===== src/rtl/cpu_pkg.sv =====
// Shared load/store definitions: RV32I funct3 size codes and the LSU state encoding.
package cpu_pkg;

    localparam logic [2:0] F3_B  = 3'b000;
    localparam logic [2:0] F3_H  = 3'b001;
    localparam logic [2:0] F3_W  = 3'b010;
    localparam logic [2:0] F3_BU = 3'b100;
    localparam logic [2:0] F3_HU = 3'b101;

    typedef enum logic [1:0] {
        IDLE   = 2'd0,
        ACCESS = 2'd1,
        DONE   = 2'd2
    } lsu_state_t;

endpackage


===== src/rtl/lsu_align.sv =====
// Combinational lane logic: byte enables, replicated store data, extended load data and
// the illegal-access flag for one funct3/offset pair.
module lsu_align
    import cpu_pkg::*;
(
    input  logic [2:0]  i_funct3,
    input  logic        i_we,
    input  logic [1:0]  i_off,
    input  logic [31:0] i_wdata,
    input  logic [31:0] i_rword,
    output logic [3:0]  o_be,
    output logic [31:0] o_wdata,
    output logic [31:0] o_load,
    output logic        o_illegal
);

    logic [15:0] w_lane;

    // Only the low halfword of the shifted word is ever consumed by sub-word loads.
    assign w_lane = 16'(i_rword >> {i_off, 3'b000});

    always_comb begin
        o_be      = 4'b1111;
        o_wdata   = i_wdata;
        o_load    = i_rword;
        o_illegal = 1'b0;
        case (i_funct3)
            F3_B, F3_BU: begin
                o_be      = 4'b0001 << i_off;
                o_wdata   = {4{i_wdata[7:0]}};
                o_load    = (i_funct3 == F3_B) ? {{24{w_lane[7]}}, w_lane[7:0]}
                                               : {24'b0, w_lane[7:0]};
                o_illegal = i_we & i_funct3[2];
            end
            F3_H, F3_HU: begin
                o_be      = 4'b0011 << i_off;
                o_wdata   = {2{i_wdata[15:0]}};
                o_load    = (i_funct3 == F3_H) ? {{16{w_lane[15]}}, w_lane}
                                               : {16'b0, w_lane};
                o_illegal = i_off[0] | (i_we & i_funct3[2]);
            end
            F3_W: begin
                o_illegal = |i_off;
            end
            default: begin
                o_illegal = 1'b1;
            end
        endcase
    end

endmodule


===== src/rtl/lsu.sv =====
// Load/store unit: one data-memory access per request, registered handshake to memory,
// formatted load result and fault reporting for misaligned/illegal accesses and timeouts.
module lsu
    import cpu_pkg::*;
#(
    parameter int n    = 32,
    parameter int dlen = 8,
    parameter int TMO  = 15
) (
    input  logic            clock,
    input  logic            reset,
    input  logic            req,
    input  logic            we,
    input  logic [2:0]      funct3,
    input  logic [n-1:0]    addr,
    input  logic [n-1:0]    wdata,
    output logic [n-1:0]    rdata,
    output logic            done,
    output logic            fault,
    output logic            stall,
    output logic            mem_req,
    output logic            mem_we,
    output logic [dlen-1:0] mem_addr,
    output logic [3:0]      mem_be,
    output logic [n-1:0]    mem_wdata,
    input  logic            mem_ready,
    input  logic [n-1:0]    mem_rdata
);

    localparam int CW = $clog2(TMO + 1);

    if (n != 32) begin : g_n_check
        $error("lsu: datapath width n must be 32");
    end

    lsu_state_t      r_state;
    logic            r_we;
    logic [2:0]      r_f3;
    logic [1:0]      r_off;
    logic [CW-1:0]   r_cnt;

    logic [2:0]      w_f3;
    logic            w_we;
    logic [1:0]      w_off;
    logic [3:0]      w_be;
    logic [31:0]     w_lane_wdata;
    logic [31:0]     w_load;
    logic            w_illegal;
    logic            w_unused;

    // In IDLE the aligner sees the live request; afterwards it sees the latched one.
    assign w_f3  = (r_state == IDLE) ? funct3     : r_f3;
    assign w_we  = (r_state == IDLE) ? we         : r_we;
    assign w_off = (r_state == IDLE) ? addr[1:0]  : r_off;

    assign w_unused = ^{addr[n-1:dlen+2]};

    lsu_align u_align (
        .i_funct3  (w_f3),
        .i_we      (w_we),
        .i_off     (w_off),
        .i_wdata   (wdata),
        .i_rword   (mem_rdata),
        .o_be      (w_be),
        .o_wdata   (w_lane_wdata),
        .o_load    (w_load),
        .o_illegal (w_illegal)
    );

    assign stall = reset & req & (r_state != DONE);

    always_ff @(posedge clock or negedge reset) begin
        if (!reset) begin
            r_state   <= IDLE;
            r_we      <= 1'b0;
            r_f3      <= 3'b0;
            r_off     <= 2'b0;
            r_cnt     <= '0;
            rdata     <= '0;
            done      <= 1'b0;
            fault     <= 1'b0;
            mem_req   <= 1'b0;
            mem_we    <= 1'b0;
            mem_addr  <= '0;
            mem_be    <= 4'b0;
            mem_wdata <= '0;
        end else begin
            case (r_state)
                IDLE: begin
                    done  <= 1'b0;
                    fault <= 1'b0;
                    if (req) begin
                        r_we      <= we;
                        r_f3      <= funct3;
                        r_off     <= addr[1:0];
                        r_cnt     <= '0;
                        mem_we    <= we;
                        mem_addr  <= addr[dlen+1:2];
                        mem_be    <= w_be;
                        mem_wdata <= w_lane_wdata;
                        if (w_illegal) begin
                            r_state <= DONE;
                            done    <= 1'b1;
                            fault   <= 1'b1;
                            rdata   <= '0;
                            mem_req <= 1'b0;
                        end else begin
                            r_state <= ACCESS;
                            mem_req <= 1'b1;
                        end
                    end
                end
                ACCESS: begin
                    if (mem_ready) begin
                        r_state <= DONE;
                        done    <= 1'b1;
                        fault   <= 1'b0;
                        mem_req <= 1'b0;
                        rdata   <= r_we ? '0 : w_load;
                        r_cnt   <= '0;
                    end else if (r_cnt == CW'(TMO - 1)) begin
                        r_state <= DONE;
                        done    <= 1'b1;
                        fault   <= 1'b1;
                        mem_req <= 1'b0;
                        rdata   <= '0;
                        r_cnt   <= '0;
                    end else begin
                        r_cnt <= r_cnt + 1'b1;
                    end
                end
                DONE: begin
                    r_state <= IDLE;
                    done    <= 1'b0;
                    fault   <= 1'b0;
                    mem_req <= 1'b0;
                end
                default: begin
                    r_state <= IDLE;
                    mem_req <= 1'b0;
                end
            endcase
        end
    end

endmodule


===== config.mk =====
export PLATFORM = sky130hd
export DESIGN_NAME = lsu
export DESIGN_NICKNAME = d
export VERILOG_FILES = /design/src/rtl/cpu_pkg.sv /design/src/rtl/lsu_align.sv /design/src/rtl/lsu.sv
export SDC_FILE = /design/constraint.sdc
export NUM_CORES = 1
export LEC_CHECK = 0
export CAP_MARGIN = 30
export CORE_MARGIN = 10
export CORE_UTILIZATION = 47
export CTS_CLUSTER_SIZE = 30
export DETAILED_ROUTE_END_ITERATION = 16
export GPL_TIMING_DRIVEN = 0
export PLACE_DENSITY = 0.92
export SLEW_MARGIN = 20
export SYNTH_ARGS = -nofsm -noshare
export SYNTH_HDL_FRONTEND = slang
export SYNTH_SLANG_ARGS = --single-unit

===== constraint.sdc =====
create_clock -name clock -period 6.9 [get_ports clock]
set_input_delay 1.035 -clock clock [delete_from_list [all_inputs] [get_ports clock]]
set_output_delay 1.035 -clock clock [all_outputs]
set_load 0.01 [all_outputs]

==> impl_metrics.yaml, run 1 <==
outcome:
  status: "finished clean"
global_routing:
  first_global_vias: 4536
  track_usage_pct: 21.0
  grt_pass1_wl_um: 24300
  grt_max_degree: 59
  grt_overflow: 0
  antenna_found_initial: 0
yosys:
  synth-seq-cells: 90
  netlist_area_mm2: 0.00466
  syn_avg_cell_area_um2: 10.6
  syn_inst: 440
  synth_edf_count: 0
  syn-num-nets: 549
  synth_area_leader_cell: "dfrtp_1"
  synth-seq-area-share_pct: 48.3
  ys.flop_type: "dfrtp_1"
  ys_top_cells_by_area: "dfrtp_1 (48%), mux2i_1 (7.7%), mux2_2 (6.0%)"
  ys_warn_count: 0
  synth_top_area_share_pct: 48.3
  synth.distinct_cells: 51
  synthArstFlopShare_pct: 100
floorplan:
  num_io_pins: 185
  core_mm2: 0.00973
  die_w_um: 120
  dieHeight_um: 120
  fp-row-count: 36
  initial_core_util_pct: 47.9
  dieArea_mm2: 0.0143
clock_tree:
  cts_buffers: 9
  clockBufferDepth: 2
  root_buffer: "clkbuf_8"
  clkTransAtPathRegs_ps: 100
  cts_resized: 0
  clkSinkCount: 90
  cts_tree: "yes"
  cts_setup_buffers: 0
  postCtsHoldBufs: 0
  clk-insertion-delay-late_ps: 390
  cts_htree_levels: 3
setup_path:
  critical_path_class: "in -> out"
  worstSetupStartpointType: "primary input"
  crit_top_cell: "clkdlybuf4s50_1"
  startpoint: "req"
  cp_slowest_cell: "clkdlybuf4s50_1"
  end_kind: "primary output"
  cp.arrival_ps: 2330
  cp_num_buf_inv: 2
  path_delay_family: "buffers and inverters"
  critPathMaxFanout: 7
  worstPathCellList: "clkdlybuf4s50_1 -> and3b_1 -> clkdlybuf4s50_1"
  crit_required_ps: 5860
  r2r_start: "r_state[0]$_DFFE_PN0P_"
  slowest_delay_ps: 580
cells_and_area:
  fin_cells: 751
  final_util_pct: 68.9
  diodes: 0
  fin_area_mm2: 0.00670
  final_cell_mix: "clkdlybuf4s50_1 (160), dfrtp_1 (90), nand2_1 (69)"
  layout_commonest_cell: "clkdlybuf4s50_1"
  areaGrowthSynthToFinish_pct: 43.7
  layout.nets: 722
  drive_above_1_share_pct: 12.0
power:
  internal_power_mw: 1.62
  switching_share_pct: 40.7
  power_frac_seq_pct: 29.6
  leakage_nw: 2.80
  power.density_mw_per_mm2: 407
  power_switching_mw: 1.11
  combinationalPowerShare_pct: 54.9
  pwr-share-clk_pct: 15.6
  peakVddDrop_uv: 164
sta:
  finalSetupViolCount: 0
  final.min_clock_period_ps: 3360
  finalHoldViolCount: 0
  relSlewSlack_pct: 37.8
  worst_pin_slew_ps: 907
  drv_slew: 0
  tns_ps: 0
  fmax_mhz: 298
  fin_skew_ps: 13.4
  fin_crit_sh_pct: 48.7
  rsz0062_at_grt: "false"
route:
  dr.pass1.iters: 5
  viasPerCell: 5.77
  wl_um: 15500
  detail_route.wl_per_cell_um: 20.6
  vias: 4333
  post-route-drc-count: 0
  drt_iter0_drc: 368
  drtAntennaViolNets: 0
job:
  maxCapViolations: 0
placement:
  hpwl_um: 11900
  portBuffers: 161
  placedCellCount: 735
  post_dp_cell_area_mm2: 0.00647
  gp_routability_congestion: 0.869
worst_hold_path:
  min_from: "mem_wdata[8]$_DFFE_PN0P_"
  hold_path.class: "reg -> reg"
==> cells by family (layout without fill, tap and decap cells) <==
group | Yosys count | count (layout) | synth area share [%]
buffers and inverters | 36 | 214 | 3.92
AO/OA/AOI/OAI | 133 | 133 | 20.9
flip-flops | 90 | 90 | 48.3
adder cells (fa/ha/maj) | 5 | 5 | 1.34
AND/OR/NAND/NOR | 109 | 109 | 9.44
multiplexers | 67 | 67 | 16.1
==> worst paths after layout <==
path	to	slack, ps	depth (start not counted)
setup / recovery	stall	3540	3
hold reg to reg	mem_wdata[8]$_DFFE_PN0P_	490	2
min in group asynchronous	mem_wdata[0]$_DFFE_PN0P_	580	1
max in group asynchronous	rdata[15]$_DFFE_PN0P_	5670	2
setup reg to reg	rdata[28]$_DFFE_PN0P_	4240	9
hold / removal	mem_wdata[8]$_DFFE_PN0P_	490	2
==> worst min-delay path: stages, from the launching register on <==
cell     delay (ps)
dfrtp_1         350
nand2_1          40
o21ai_0          60
==> sequential cells by signal (all words and copies together), names as in the netlist <==
name       count
mem_wdata     32
rdata         32
mem_addr       8
mem_be         4
r_cnt          4
r_f3           3
r_off          2
r_state        2
done           1
fault          1
r_we           1
==> cell type report <==
class / count / area, um2
well taps: 133 / 166
plain buffers: 29 / 156
inverters: 7 / 26.3
flip-flops and latches: 90 / 2250
fillers: 762 / 3030
repair buffers: 162 / 1640
clock inverters: 7 / 111
multi-input cells: 314 / 2230
clock buffers: 9 / 124
==> power groups by stage <==
| stage | Clock [mW] | Combinational, mW | Sequential (mW) |
|---|---|---|---|
| CTS | 0.431 | 1.50 | 0.806 |
| global placement | 0 | 1.44 | 0.804 |
| finish | 0.425 | 1.50 | 0.807 |
| detailed placement | 0 | 1.49 | 0.818 |
| global route | 0.450 | 1.61 | 0.829 |
| floorplan | 0 | 0.795 | 0.881 |
==> synthesized netlist by cell type, types with 2 or more instances <==
cell type,n
clkbuf_1,14
o21ai_0,43
o31ai_2,2
mux2i_4,3
a22oi_1,8
a31oi_1,2
o31ai_1,7
a21oi_1,4
inv_1,7
buf_4,2
dfrtp_1,90
mux2_2,25
nor3_1,2
a222oi_1,8
mux2i_1,36
a221oi_1,8
buf_2,8
ha_1,5
o2bb2ai_1,15
buf_6,4
o211ai_1,2
nand2_1,69
nand2b_1,3
mux2i_2,2
nor2_1,29
o21ai_1,17
==> per-layer routing <==
metal  part of all wire, %  global-route usage, %
met1                    38                   24.0
met3                   8.2                   6.00
met2                    50                   36.2
met5                     0                      0
met4                   3.1                   8.07
==> per-stage QoR <==
stage          hold slack (ps)  power [mW]  setup WS [ps]
6_report                   488        2.73           3540
5_1_grt                    512        2.88           3460
4_1_cts                    493        2.73           3540
3_5_place_dp               470        2.31           3540
3_3_place_gp               464        2.24            456
2_1_floorplan              473        1.68           4410
(Power assumes the default switching activity.)
==> run 2: changes to the inputs <==
- CORE_UTILIZATION: 47 -> 40
- PLACE_DENSITY: 0.92 -> 0.84
- clock period: 6.9 -> 2.95 ns (I/O delays scaled with it)
==> impl_metrics.yaml, run 2 (synthesized netlist as in run 1, its figures left out) <==
floorplan:
  dieHeight_um: 128
  core_mm2: 0.0114
  die_w_um: 128
  fp-row-count: 39
  dieArea_mm2: 0.0164
  num_io_pins: 185
  initial_core_util_pct: 40.9
global_routing:
  antenna_found_initial: 0
  track_usage_pct: 18.2
  grt_max_degree: 50
  grt_pass1_wl_um: 24100
  first_global_vias: 4432
  grt_overflow: 0
route:
  detail_route.wl_per_cell_um: 20.2
  dr.pass1.iters: 7
  vias: 4243
  post-route-drc-count: 0
  viasPerCell: 5.58
  wl_um: 15300
  drtAntennaViolNets: 0
  drt_iter0_drc: 459
clock_tree:
  clkTransAtPathRegs_ps: 60
  clockBufferDepth: 2
  clk-insertion-delay-late_ps: 340
  postCtsHoldBufs: 0
  cts_buffers: 9
  clkSinkCount: 90
  cts_tree: "yes"
  cts_htree_levels: 3
  root_buffer: "clkbuf_16"
  cts_setup_buffers: 0
  cts_resized: 0
cells_and_area:
  final_cell_mix: "clkdlybuf4s50_1 (160), dfrtp_1 (90), nand2_1 (69)"
  ff_latch_area_mm2: 0.00225
  multi_input_area_mm2: 0.00223
  fin_cells: 760
  layout_commonest_cell: "clkdlybuf4s50_1"
  largestRegisters: "mem_wdata: 32 flops, rdata: 32 flops, mem_addr: 8 flops"
  layout.nets: 722
  final_util_pct: 59.3
  drive_above_1_share_pct: 11.7
  areaGrowthSynthToFinish_pct: 45.2
  nFillCells: 936
  diodes: 0
placement:
  post-place-ws_ps: 217
  hpwl_um: 11900
  portBuffers: 161
  placedCellCount: 745
  gp_routability_congestion: 0.839
sta:
  drv_slew: 0
  fin_skew_ps: 8.83
  worst_pin_slew_ps: 833
  holdWs_ps: 99.3
  relSlewSlack_pct: 42.9
  rsz0062_at_grt: "false"
  fin_crit_sh_pct: 89.7
  final.min_clock_period_ps: 2650
  finalSetupViolCount: 0
  setup_slack_ps: 304
  fmax_mhz: 378
  finalHoldViolCount: 0
setup_path:
  end_kind: "register"
  worstSetupStartpointType: "register"
  startpoint: "r_state[0]$_DFFE_PN0P_"
  critPathMaxFanout: 10
  crit_required_ps: 3170
  r2r_start: "r_state[0]$_DFFE_PN0P_"
  critical_path_class: "reg -> reg"
  cp.arrival_ps: 2860
power:
  p_total_mw: 6.54
  peakVddDrop_uv: 526
  leakage_nw: 2.82
  power.density_mw_per_mm2: 966
outcome:
  status: "finished clean"
worst_hold_path:
  hold_path.class: "in -> async"
job:
  maxCapViolations: 0
-- run 2: layout make-up --
cell class,count,area share (%)
clock inverters,4,0.757
well taps,143,2.64
clock buffers,11,3.58
plain buffers,29,2.31
flip-flops and latches,90,33.2
inverters,7,0.388
multi-input cells,314,32.9
repair buffers,162,24.2
-- run 2: final timing paths --
check | endpoint | slack (ps) | depth (start not counted)
min | r_cnt[3]$_DFFE_PN0P_ | 100 | 1
max in group asynchronous | mem_wdata[18]$_DFFE_PN0P_ | 2220 | 2
max reg2reg | rdata[0]$_DFFE_PN0P_ | 300 | 9
min in group clock | mem_wdata[10]$_DFFE_PN0P_ | 480 | 2
max | rdata[0]$_DFFE_PN0P_ | 300 | 9
min reg2reg | mem_wdata[10]$_DFFE_PN0P_ | 480 | 2
-- run 2: where the power goes --
part,total [mW],switching (mW),internal [mW],leakage (nW)
combinational,3.49,1.84,1.65,1.52
clock,1.16,0.481,0.677,0.142
sequential,1.89,0.247,1.65,1.16
total,6.54,2.56,3.98,2.82
-- run 2: layer usage --
layer	track usage, %	share of wire [%]	vias up
met3	5.91	8.7	28
met5	0	0	-
met2	30.3	49	192
met4	5.50	2.1	0
met1	21.8	40	2060
li1	-	-	1963
-- run 2: critical path: stages, from the launching register on --
cell and delay (ps):
dfrtp_1 400, inv_1 130, ha_1 240, buf_6 210, mux2i_4 480, a21oi_4 130, o311a_1 440, nand2_2 170
buf_4 210, o21ai_0 110
-- run 2: per-stage QoR --
step	instance area, um2	setup TNS [ps]
2_1_floorplan	4660	0
3_3_place_gp	6450	-161400
3_5_place_dp	6480	0
4_1_cts	6770	0
5_1_grt	6770	0
6_report	6770	0
